--- src/rtl/arithmetic_unit.sv ---
// Arithmetic slice of the ALU: registered a + {0, b, ~b, all-ones} + carry_in.
// Cascadable through carry_in/carry_out to build wider words from 1-bit slices.
module arithmetic_unit #(
  parameter int WIDTH = 1
) (
  input  logic             clk,
  input  logic             rst,
  input  logic [WIDTH-1:0] a,
  input  logic [WIDTH-1:0] b,
  input  logic             carry_in,
  input  logic [1:0]       operation,
  output logic [WIDTH-1:0] out,
  output logic             carry_out
);

  logic [WIDTH-1:0] bsel;
  logic [WIDTH:0]   sum;

  always_comb begin
    bsel = '0;
    unique case (operation)
      2'b00:   bsel = '0;
      2'b01:   bsel = b;
      2'b10:   bsel = ~b;
      default: bsel = '1;
    endcase
  end

  // Zero-extended adder, so sum[WIDTH] is a plain adder carry (1 = no borrow on subtract).
  always_comb begin
    sum = {1'b0, a} + {1'b0, bsel} + {{WIDTH{1'b0}}, carry_in};
  end

  always_ff @(posedge clk or posedge rst) begin
    if (rst) begin
      out       <= '0;
      carry_out <= 1'b0;
    end else begin
      out       <= sum[WIDTH-1:0];
      carry_out <= sum[WIDTH];
    end
  end

endmodule

--- config.mk ---
export PLATFORM = sky130hd
export DESIGN_NAME = arithmetic_unit
export DESIGN_NICKNAME = d
export VERILOG_FILES = /design/src/rtl/arithmetic_unit.sv
export SDC_FILE = /design/constraint.sdc
export NUM_CORES = 1
export LEC_CHECK = 0
export BUFFER_PORTS_ARGS = -buffer_cell sky130_fd_sc_hd__buf_4
export CELL_PAD_IN_SITES_DETAIL_PLACEMENT = 1
export CELL_PAD_IN_SITES_GLOBAL_PLACEMENT = 1
export CORE_AREA = 2 2 39 41
export CTS_BUF_LIST = sky130_fd_sc_hd__clkbuf_8
export DETAILED_ROUTE_END_ITERATION = 6
export DIE_AREA = 0 0 41 43
export PLACE_DENSITY_LB_ADDON = 0.2
export SLEW_MARGIN = 20
export SYNTH_ARGS = -nofsm -noshare
export SYNTH_HDL_FRONTEND = slang
export SYNTH_SLANG_ARGS = --single-unit
--- constraint.sdc ---
create_clock -name clk -period 0.8 [get_ports clk]
set_clock_uncertainty 0.1 [all_clocks]
set_input_delay 0.16 -clock clk [delete_from_list [all_inputs] [get_ports clk]]
set_output_delay 0.16 -clock clk [all_outputs]
set_load 0.03 [all_outputs]
# == Word level (Yosys, flattened, before mapping) ==
# Index checks and enable logic that the tools add are counted.
# totals
ff_bits,2
inputBits,7
output_inout_bits,2
word_cells,9
# classes
n_addsub,2
n_eq_ne,2
mux,1
n_bitwise,1
reduce_logical,1
# op_table
operator,count
one-hot mux 1 bit (3 select lines),1
adder 1 x 1 -> 2 bit,1
adder 2 x 1 -> 2 bit,1
"== test 2 x 1 -> 1 bit, second input constant",1
"== test 2 bit, second input constant",1
logical NOT 2 bit,1
inverter 1 bit,1

# == Logic depth before layout (Yosys ltp) ==
# depth
depth_word,4
mapped_depth,2
mapped_depth_nobuf,2

# == Worst setup path before layout ==
# Ideal clock, no wire load.
# synth_path
kind,in2reg
from,in b
to,reg out
setup_ns,0.136
arrival_ns,0.853
required_ns,0.564
setup_slack_ns,-0.288
path_stages,2
path_buffers,0
cell_sequence,mux2_4 -> fa_1
# synth_via
elab_chain_len,4
# synth_lines
item,line,source
from (decl),9,"input logic [WIDTH-1:0] b,"
inverter 1 bit,24,2'b10: bsel = ~b;
one-hot mux 1 bit (3 select lines) (*),21,unique case (operation)
adder 1 x 1 -> 2 bit (*),31,"sum = {1'b0, a} + {1'b0, bsel} + {{WIDTH{1'b0}}, carry_in};"
adder 2 x 1 -> 2 bit (*),31,
named net sum[0],17,logic [WIDTH:0] sum;
to (signal assigned),39,out <= sum[WIDTH-1:0];
to (decl),12,"output logic [WIDTH-1:0] out,"
# The timed path passes the listed nets; every way through them passes the cells marked *.

# == Worst setup path after layout ==
# Ends and elaborated chain as after synthesis.

==> impl_metrics.ini <==
[status]
outcome = complete, but fails checks
failed_checks = setup timing

[critical_path]
ordered_list_of_cells_on_the_worst_path = buf_6 > mux2_4 > fa_1
critPathSlowestCell = sky130_fd_sc_hd__fa_1
worst_setup_path_endpoint = out$_DFF_PP0_
worst_path_largest_cell_delay_ps = 420
path_max_fanout = 1
cp-startpoint = b
worstPathRequired_ps = 780
path_type_of_the_worst_setup_path = input pin to flip-flop
crit_path_end_kind = flip-flop
setup.worst_path.start_class = input pin
crit_arrival_ps = 960

[cells_and_area]
fillCellCount = 155
layout_commonest_cell = sky130_fd_sc_hd__buf_4
nNetsFinal = 27
area_delta_synth_final_pct = 161
antenna-diode-count = 0
mostFrequentLayoutCells = sky130_fd_sc_hd__buf_4 (5), sky130_fd_sc_hd__clkbuf_8 (3), sky130_fd_sc_hd__buf_6 (3)
finish.instance_area_um2 = 231
final_util_pct = 16.7
layout-drive-gt1-share_pct = 70.6

[synthesis]
ys_seq_elements = 2
seq_area_frac_synth_pct = 56.3
post_synth_fa_ha_maj_area_fraction_pct = 22.5
mappedNetlistNets = 13
compound_gate_fraction_of_synth_area_pct = 0
synth_simple_gate_area_share_pct = 0
synthesis.yosys.warnings = 0
synthXorXnorAreaFrac_pct = 0
mappedNetlistArea_um2 = 88.8
synth_cells = 5
yosysUniqueCellTypes = 4
main_combinational_cell_family_by_area_after_synthesis = adder cells
synthMuxAreaShare_pct = 16.9
syn-mean-instance-area_um2 = 17.8

[worst_hold_path]
hold_class = input pin to flip-flop

[detailed_routing]
post_drt_wl_per_cell_um = 6.70
drt_drc_violations_left = 0
wl_um = 221
detail_route.wirelength.met1_um = 88
detailedRoute.firstPassIterationCount = 2
wl_met3_um = 44
detail_route.iter0.violations = 1
ant_nets = 0
route.top_layer_used = met3
routed_via_density = 2.58
detailroute.via_count = 85
wl_met2_um = 88

[global_routing]
antenna_found_initial = 0
grt_pass1_wl_um = 351
grt.total_usage_pct = 4.13
first_global_vias = 109
pin_count_of_the_biggest_net_entering_global_routing = 3
grt_overflow = 0

[power]
power.ir.vdd_worst_mv = 0.597
power.density_nw_per_um2 = 2660
design_power_total_mw = 0.615
leakage_nw = 0.112

[cts]
root_buffer = sky130_fd_sc_hd__clkbuf_8
clock_sink_count = 2
ctsLongestPathBuffers = 2
cts-buffers-inserted = 3
cts-htree-levels = 1
clk_pin_slew_worst_paths_ps = 30
clock_tree_from_tritoncts = built
post_cts_setup_buffers = 0

[flow_run]
maxCapViolCount = 0

[sta]
timing.final.crit_period_ps = 983
report.final.slew_viol_count = 0
setup_viol_count_final = 4
timing.slew.headroom_pct = 94.8
tightest_slew_ps = 78.3
layout_setup_ws_ps = -183
maximum_operating_frequency_ghz = 1.02
timing_hold_violations_final = 0
period_share_pct = 123
rsz0062_at_grt = yes

[floorplan]
initial_utilization_pct = 6.42
die_width_um = 41
rows = 14
core_area_um2 = 1380
dieArea_um2 = 1760
fp.dieH_um = 43
boundary_pins = 9

[place]
dpl-instance-area_um2 = 169
finalWeightedCongestion = 0.512
pre_cts_slack_ps = -422
number_of_port_buffers = 8
through the flow:
step / hold slack [ps] / TNS, ps / instances
after floorplan: -199 / -504 / 5
after global placement: -77.2 / -775 / 29
after detailed placement: -74.7 / -794 / 29
after CTS: 113 / -647 / 33
after global routing: 127 / -723 / 33
final: 117 / -634 / 33
cell usage after synthesis, drive strengths merged:
library cell  count  share of area, %
mux2              1                17
fa                1                23
dfrtp             2                56
inv               1               4.2
repair_timing:
item / 4_1_cts / 5_1_grt
hold endpoints to repair: 2 / 0
gates cloned: 0 / 0
hold buffers: 1 / 0
resized for setup: 3 / 0
endpoints found under the setup margin: 4 / 4
area by class of cell:
type / instances / area (um2) / area share, %
timing repair buffer: 9 / 81.3 / 35.1
sequential: 2 / 50.0 / 21.6
clock buffer: 3 / 41.3 / 17.8
multi-input combinational: 2 / 35.0 / 15.1
tap: 16 / 20.0 / 8.65
inverter: 1 / 3.75 / 1.62
flip-flops by register name, indices dropped and copies added, names as in the netlist:
| signal | flops |
|---|---|
| out | 1 |
| carry_out | 1 |
worst min-delay path by stage:
| stage | from | end | slack [ps] | cells past startpoint |
|---|---|---|---|---|
| 2_1_floorplan | rst | carry_out$_DFF_PP0_ | -200 | 1 |
| 3_3_place_gp | rst | out$_DFF_PP0_ | -80 | 2 |
| 5_1_grt | carry_in | out$_DFF_PP0_ | 130 | 2 |
| 3_5_place_dp | rst | carry_out$_DFF_PP0_ | -70 | 2 |
| 4_1_cts | carry_in | out$_DFF_PP0_ | 110 | 2 |
| 6_report | carry_in | out$_DFF_PP0_ | 120 | 2 |
cell families (layout without fill, tap and decap cells):
| family | after synthesis | after routing |
|---|---|---|
| muxes | 1 | 1 |
| DFF | 2 | 2 |
| buffers and inverters | 1 | 13 |
| adders and majority gates | 1 | 1 |
critical path: cells and delay by family:
family                     cells  cell delay [ps]
adders and majority gates      1              420
buffers and inverters          1               90
muxes                          1              290
per-layer routing:
layer,GRT usage [%],up-vias
met5,0,-
met3,6.28,0
li1,-,39
met2,3.75,9
met4,6.00,0
met1,2.60,37
where the power goes:
part	switching [mW]	total [mW]	leakage [nW]	internal (mW)
registers	0.00578	0.121	0.0233	0.116
clock network	0.0713	0.389	0.0216	0.317
logic	0.0463	0.105	0.0672	0.0586
No activity file was read; power rests on OpenSTA's default activity.
